## config.mk

```make
export PLATFORM = sky130hd
export DESIGN_NAME = logic_unit_seq
export DESIGN_NICKNAME = d
export VERILOG_FILES = /design/src/rtl/logic_unit_seq.sv
export SDC_FILE = /design/constraint.sdc
export NUM_CORES = 1
export LEC_CHECK = 0
export ABC_AREA = 1
export CORE_AREA = 2 2 87 130
export CTS_CLUSTER_DIAMETER = 200
export DETAILED_ROUTE_END_ITERATION = 7
export DIE_AREA = 0 0 89 132
export GPL_TIMING_DRIVEN = 0
export HOLD_SLACK_MARGIN = 0.03
export PLACE_DENSITY = 0.76
export RECOVER_POWER = 100
export SYNTH_ARGS = -nofsm -noshare
export SYNTH_HDL_FRONTEND = slang
export SYNTH_SLANG_ARGS = --single-unit
export TNS_END_PERCENT = 1
```

## constraint.sdc

```tcl
create_clock -name clock -period 10.3 [get_ports clock]
set_input_delay 3.09 -clock clock [delete_from_list [all_inputs] [get_ports clock]]
set_output_delay 3.09 -clock clock [all_outputs]
set_load 0.005 [all_outputs]
```

## src/rtl/logic_unit_seq.sv

```systemverilog
`default_nettype none
// ============================================================================
// Module   : logic_unit_seq
// Function : Serial AND/OR/XOR/NOR unit. Computes one SLICE-bit slice per
//            cycle, LSB slice first, with a start / one-cycle ready handshake.
// Options  : LOGIC_UNIT_ZERO_FLAG_EN builds the result-is-zero flag (isZero).
// Revision : 1.0 - initial release
// ============================================================================
module logic_unit_seq #(
  parameter int WIDTH = 32,
  parameter int SLICE = 8
) (
  input  logic             clock,
  input  logic             reset,
  input  logic             ctrl_start,
  input  logic [1:0]       ctrl_op,
  input  logic [WIDTH-1:0] data_operandA,
  input  logic [WIDTH-1:0] data_operandB,
  output logic [WIDTH-1:0] data_result,
  output logic             data_resultRDY,
  output logic             busy,
  output logic             isZero
);

  localparam int N     = WIDTH / SLICE;
  localparam int CNT_W = (N > 1) ? $clog2(N) : 1;
  localparam logic [CNT_W-1:0] CNT_ONE  = CNT_W'(1);
  localparam logic [CNT_W-1:0] CNT_LAST = CNT_W'(N - 1);

  localparam logic [1:0] S_IDLE = 2'd0;
  localparam logic [1:0] S_RUN  = 2'd1;
  localparam logic [1:0] S_DONE = 2'd2;

  localparam logic [1:0] OP_AND = 2'b00;
  localparam logic [1:0] OP_OR  = 2'b01;
  localparam logic [1:0] OP_XOR = 2'b10;
  localparam logic [1:0] OP_NOR = 2'b11;

  logic [1:0]       state_q, state_d;
  logic [CNT_W-1:0] cnt_q, cnt_d;
  logic [WIDTH-1:0] a_q, a_d;
  logic [WIDTH-1:0] b_q, b_d;
  logic [1:0]       op_q, op_d;
  logic [WIDTH-1:0] result_q, result_d;
  logic             rdy_q, rdy_d;
  logic             busy_q, busy_d;

  logic             start_ok;
  logic             run_en;
  logic             last_slice;
  logic [SLICE-1:0] slice_a;
  logic [SLICE-1:0] slice_b;
  logic [SLICE-1:0] slice_res;
  logic [SLICE-1:0] a_slices [0:N-1];
  logic [SLICE-1:0] b_slices [0:N-1];
  logic [WIDTH-1:0] result_nx;

  assign start_ok   = ctrl_start && ((state_q == S_IDLE) || (state_q == S_DONE));
  assign run_en     = (state_q == S_RUN);
  assign last_slice = (cnt_q == CNT_LAST);

  // ---------------------------------------------------------------------------
  // FSM: state register / next-state / registered-output decode
  // ---------------------------------------------------------------------------
  always_ff @(posedge clock or posedge reset) begin
    if (reset) begin
      state_q <= S_IDLE;
    end else begin
      state_q <= state_d;
    end
  end

  always_comb begin
    state_d = state_q;
    case (state_q)
      S_IDLE:  if (ctrl_start) state_d = S_RUN;
      S_RUN:   if (last_slice) state_d = S_DONE;
      S_DONE:  state_d = ctrl_start ? S_RUN : S_IDLE;
      default: state_d = S_IDLE;
    endcase
  end

  // Outputs are decoded from the next state so they leave flops directly.
  always_comb begin
    busy_d = (state_d == S_RUN);
    rdy_d  = (state_d == S_DONE);
  end

  // ---------------------------------------------------------------------------
  // Slice datapath
  // ---------------------------------------------------------------------------
  for (genvar g = 0; g < N; g++) begin : g_slice
    assign a_slices[g] = a_q[g*SLICE +: SLICE];
    assign b_slices[g] = b_q[g*SLICE +: SLICE];
    assign result_nx[g*SLICE +: SLICE] =
        (run_en && (cnt_q == CNT_W'(g))) ? slice_res : result_q[g*SLICE +: SLICE];
  end

  assign slice_a = a_slices[cnt_q];
  assign slice_b = b_slices[cnt_q];

  always_comb begin
    slice_res = '0;
    case (op_q)
      OP_AND:  slice_res = slice_a & slice_b;
      OP_OR:   slice_res = slice_a | slice_b;
      OP_XOR:  slice_res = slice_a ^ slice_b;
      OP_NOR:  slice_res = ~(slice_a | slice_b);
      default: slice_res = '0;
    endcase
  end

  always_comb begin
    a_d      = a_q;
    b_d      = b_q;
    op_d     = op_q;
    cnt_d    = cnt_q;
    result_d = result_q;
    if (start_ok) begin
      a_d      = data_operandA;
      b_d      = data_operandB;
      op_d     = ctrl_op;
      cnt_d    = '0;
      result_d = '0;
    end else if (run_en) begin
      result_d = result_nx;
      if (!last_slice) begin
        cnt_d = cnt_q + CNT_ONE;
      end
    end
  end

  always_ff @(posedge clock or posedge reset) begin
    if (reset) begin
      cnt_q    <= '0;
      a_q      <= '0;
      b_q      <= '0;
      op_q     <= '0;
      result_q <= '0;
      rdy_q    <= 1'b0;
      busy_q   <= 1'b0;
    end else begin
      cnt_q    <= cnt_d;
      a_q      <= a_d;
      b_q      <= b_d;
      op_q     <= op_d;
      result_q <= result_d;
      rdy_q    <= rdy_d;
      busy_q   <= busy_d;
    end
  end

  assign data_result    = result_q;
  assign data_resultRDY = rdy_q;
  assign busy           = busy_q;

  // ---------------------------------------------------------------------------
  // Optional zero flag
  // ---------------------------------------------------------------------------
`ifdef LOGIC_UNIT_ZERO_FLAG_EN
  logic zero_acc_q, zero_acc_d;
  logic is_zero_q, is_zero_d;

  // The final slice is folded in combinationally so the flag lands with RDY.
  always_comb begin
    zero_acc_d = zero_acc_q;
    is_zero_d  = is_zero_q;
    if (start_ok) begin
      zero_acc_d = 1'b0;
      is_zero_d  = 1'b0;
    end else if (run_en) begin
      zero_acc_d = zero_acc_q | (|slice_res);
      if (last_slice) begin
        is_zero_d = ~(zero_acc_q | (|slice_res));
      end
    end
  end

  always_ff @(posedge clock or posedge reset) begin
    if (reset) begin
      zero_acc_q <= 1'b0;
      is_zero_q  <= 1'b0;
    end else begin
      zero_acc_q <= zero_acc_d;
      is_zero_q  <= is_zero_d;
    end
  end

  assign isZero = is_zero_q;
`else
  assign isZero = 1'b0;
`endif

endmodule
`default_nettype wire

```

-- Yosys cells after proc, flatten, opt, wreduce, memory -nomap -nowiden
Cells that the tools add are included.
- register bits after elaboration: 104
- logic and storage cells: 68
- $add $sub $neg: 1
- magnitude comparators: 1
- equality and inequality tests: 11
- muxes and demuxes: 20
- bitwise operators: 5
- reduce and logical (&&, ||, !) cells: 19
- operators by type and width (kind ; count):
    $mux W32 ; 2
    $mux W8 ; 8
    $bmux W8 S2 ; 2
    $pmux W8 S4 ; 1
    $eq A2 B2 Y1 const B ; 6
    $mux W2 ; 5
    $reduce_and A2 Y1 ; 5
    $reduce_bool A2 Y1 ; 5
    $and A8 B8 Y8 ; 1
    $eq A2 B1 Y1 const B ; 4
    $not A8 Y8 ; 1
    $or A8 B8 Y8 ; 1
    $xor A8 B8 Y8 ; 1
    $logic_not A2 Y1 ; 3
    $pmux W2 S3 ; 1
    $logic_and A1 B1 Y1 ; 5
    $ge A3 B3 Y1 const B ; 1
    $not A2 Y3 ; 1
    $add A2 B1 Y2 const B ; 1
    $ne A2 B2 Y1 const B ; 1
    $logic_or A1 B1 Y1 ; 1
    $mux W1 ; 1

-- Longest topological paths before layout
- word-level depth: 10
- depth in mapped cells: 13
- depth with buffers taken out: 11

-- Worst setup path before layout
OpenSTA, ideal clock, no wires.
- path type: in2reg
- start point: input ctrl_start
- end point: register result_q[17], in the netlist data_result[17]
- data arrival time: 3.682 ns
- required time: 10.182 ns
- slack: 6.500 ns
- cell stages on the path: 8
- cell sequence: inv_1 nor2_4 inv_2 buf_6 nand2_4 inv_2 nand2_1 nand2_1
- word-level cells in the longest chain between the ends: 3
- ends and longest elaborated chain (element ; line ; RTL):
    start: declaration ; 15 ; input logic ctrl_start,
    $logic_and A1 B1 Y1 (*) ; 58 ; assign start_ok = ctrl_start && ((state_q == S_IDLE) || (state_q == S_DONE));
    $reduce_bool A2 Y1 (no source line) ; - ;
    $reduce_and A2 Y1 (no source line) ; - ;
    end signal: assignment ; 147 ; result_q <= result_d;
    end: declaration ; 44 ; logic [WIDTH-1:0] result_q, result_d;
Every way passes the cells marked *; elsewhere a longest branch is shown, timed or not.
A chain may end at the register's enable or synchronous reset.

-- Final worst setup path
- start point: input ctrl_start
- end point: register result_q[11], in the netlist data_result[11]
The elaborated chain is that of the path after synthesis.

==> flow_metrics.py <==
metrics = {
    "global_routing": {
        "antenna_found_initial": 0,
        "grt_usage": 0.246,
        "grt_max_degree": 69,
        "grt_first_pass_wirelength_mm": 22.2,
        "overflow": 0,
        "grt_pass1_vias": 4699,
    },
    "pwr": {
        "p_leak_nw": 3.56,
        "ir_drop_uv": 124,
        "cellPowerDensity_mw_per_mm2": 311,
    },
    "synthesis": {
        "synth_area_mm2": 0.00517,
        "ys_seq_area_frac": 0.503,
        "syn-num-nets": 766,
        "yosysWarnings": 0,
        "ys_seq_elements": 104,
        "avgSynthCellArea_um2": 7.64,
        "synth.distinct_cells": 21,
        "synth_cells": 677,
    },
    "worst_setup_path": {
        "rrSetupSlack_ns": 8.11,
        "crit_path_end_kind": "flop",
        "critPathMaxStageDelay_ns": 0.53,
        "cp_slowest_cell": "dlygate4sd3_1",
        "r2r-start": "cnt_q[0]",
        "worstPathArrival_ns": 5.21,
        "r2r_cells": 13,
        "critPathLaunchType": "input pin",
        "critPathKind": "input pin to flop",
        "cp_max_fo": 10,
        "worstPathCellList": "dlygate4sd3_1 -> inv_1 -> nor2_1 -> inv_1 -> clkbuf_1 -> nand2_1 -> inv_1 -> nand2_1 -> nand2_1",
        "rr_endpoint": "data_result[11]",
        "cp_data_required_time_ns": 10.59,
    },
    "die": {
        "io_pins": 104,
        "fp.dieH_um": 132,
        "die_w_um": 89,
        "start_util": 0.489,
        "core_mm2": 0.0106,
        "row_count": 46,
        "dieArea_mm2": 0.0117,
    },
    "sta": {
        "min_period_ns": 4.92,
        "finClkSkew_ns": 0.00617,
        "max_freq_mhz": 203,
        "grt_setup_unrepaired": "no",
        "setup_violations": 0,
        "worst_pin_slew_ns": 1.65,
        "maxSlewViolCount": 37,
        "hold_violations": 0,
        "setup_tns_ns": 0,
        "finalCritPeriodShare": 0.477,
        "slew-limit-headroom": -0.109,
        "holdWs_ns": 0.469,
    },
    "clocking": {
        "cts_tree": "built",
        "cts_sinks": 104,
        "clk_latency_ns": 0.36,
        "clkSlewWorstSetupHoldPaths_ns": 0.07,
        "cts_resized": 0,
        "post_cts_buffers": 0,
        "cts_max_path_buffers": 2,
        "cts_max_level": 3,
        "postCtsHoldBufs": 0,
        "root_buffer": "clkbuf_16",
        "cts_buffers": 9,
    },
    "layout": {
        "final_common_cell": "nand2_1",
        "finalInstanceArea_mm2": 0.00663,
        "diodes": 0,
        "syn2layout_area_growth_pct": 28.0,
        "fillers": 982,
        "final_util": 0.626,
        "nets": 880,
        "drive_gt1_frac": 0.0629,
        "final_cell_mix": "385 x nand2_1, 104 x dfrtp_1, 72 x nand3_1",
    },
    "detailed_routing": {
        "initialDrtViolationCount": 261,
        "wirelength_mm": 13.3,
        "vias_per_cell": 4.95,
        "drc": 0,
        "antenna_left": 0,
        "wire_per_inst_um": 14.2,
        "dr.pass1.iters": 4,
        "vias": 4650,
    },
    "placement": {
        "port_buffers": 102,
        "gp_congestion": 0.906,
        "hpwl_mm": 10.5,
        "dpl_cell_area_mm2": 0.00641,
    },
    "min_path": {
        "worstHoldPathType": "flop to flop",
        "hold_end": "data_result[26]",
        "holdPathStages": 2,
        "min_from": "data_result[26]",
    },
    "run_status": {
        "violations": "capacitance limit, slew limit",
        "status": "finished, violations left",
    },
    "job": {
        "cap_violations": 1,
    },
}
[how the worst max path moves through the flow]
stage / to / from / slack, ns
3_3_place_gp: a_q[1] / reset / 3.15
3_5_place_dp: b_q[8] / ctrl_start / 5.79
5_1_grt: data_result[18] / ctrl_start / 5.16
2_1_floorplan: a_q[0] / reset / 4.48
4_1_cts: data_result[25] / data_result[25] / 5.97
6_report: data_result[11] / ctrl_start / 5.38
[state kept, by name, summed over array words and instances (netlist names)]
register        cells
a_q                32
state_q             2
b_q                32
data_resultRDY      1
cnt_q               2
data_result        32
busy                1
op_q                2
[critical path: cells and delay by family]
kind	cells	cell delay, ns
buffers and inverters	5	1.49
AND/OR/NAND/NOR	4	0.64
[stage by stage]
| step | setup slack [ns] | power (W) | instances |
|---|---|---|---|
| 2_1_floorplan | 4.48 | 0.00140 | 677 |
| 3_3_place_gp | 3.15 | 0.00173 | 923 |
| 3_5_place_dp | 5.79 | 0.00178 | 924 |
| 4_1_cts | 5.97 | 0.00211 | 939 |
| 5_1_grt | 5.16 | 0.00225 | 939 |
| 6_report | 5.38 | 0.00206 | 939 |
[power by group]
group,leakage [nW],switching (W),internal [W],total [W]
clock network,0.134,0.000147,0.000175,0.000322
registers,1.30,0.000106,0.000598,0.000704
logic,2.13,0.000647,0.000386,0.00103
[logic make-up (layout without fill, tap and decap cells)]
logic type	Yosys count	count (layout)	share of synthesized area
buffers and inverters	70	188	0.0631
AND/OR/NAND/NOR	470	470	0.369
other	1	1	0.000725
flip-flops	104	104	0.503
adder cells (fa/ha/maj)	20	20	0.0484
AO/OA/AOI/OAI	12	12	0.0160
[synth_stat cells]
cell type,number,area share
buf_4,6,0.0087
inv_2,10,0.0073
ha_1,20,0.048
clkbuf_1,1,0.00072
o21ai_1,1,0.00097
nor2_4,3,0.0065
nand2_1,381,0.28
nor2_1,5,0.0036
buf_2,21,0.020
a21oi_2,6,0.010
nand3_1,72,0.070
a21oi_1,1,0.00097
nand4_1,4,0.0048
nand2_4,2,0.0044
conb_1,1,0.00072
buf_6,2,0.0044
dfrtp_1,104,0.50
o21ai_0,4,0.0039
inv_1,30,0.022
nor2_2,1,0.0012
nand2_2,2,0.0024
[layer usage]
layer | global-route usage | share of wire | vias up
li1 | - | - | 2315
met1 | 0.273 | 0.37 | 2179
met2 | 0.446 | 0.55 | 126
met3 | 0.0401 | 0.039 | 30
met4 | 0.107 | 0.037 | 0
met5 | 0 | 0 | -
[area by class of cell]
type,count,area [µm²],share of cell area
Clock buffer,12,256,0.0387
Tap cell,144,180,0.0272
Buffer,30,150,0.0227
Clock inverter,3,17.5,0.00264
Inverter,40,151,0.0229
Sequential cell,104,2600,0.393
Timing Repair Buffer,103,1050,0.158
Multi-Input combinational cell,503,2220,0.335
Note: power is estimated with default switching activity, not from simulation.
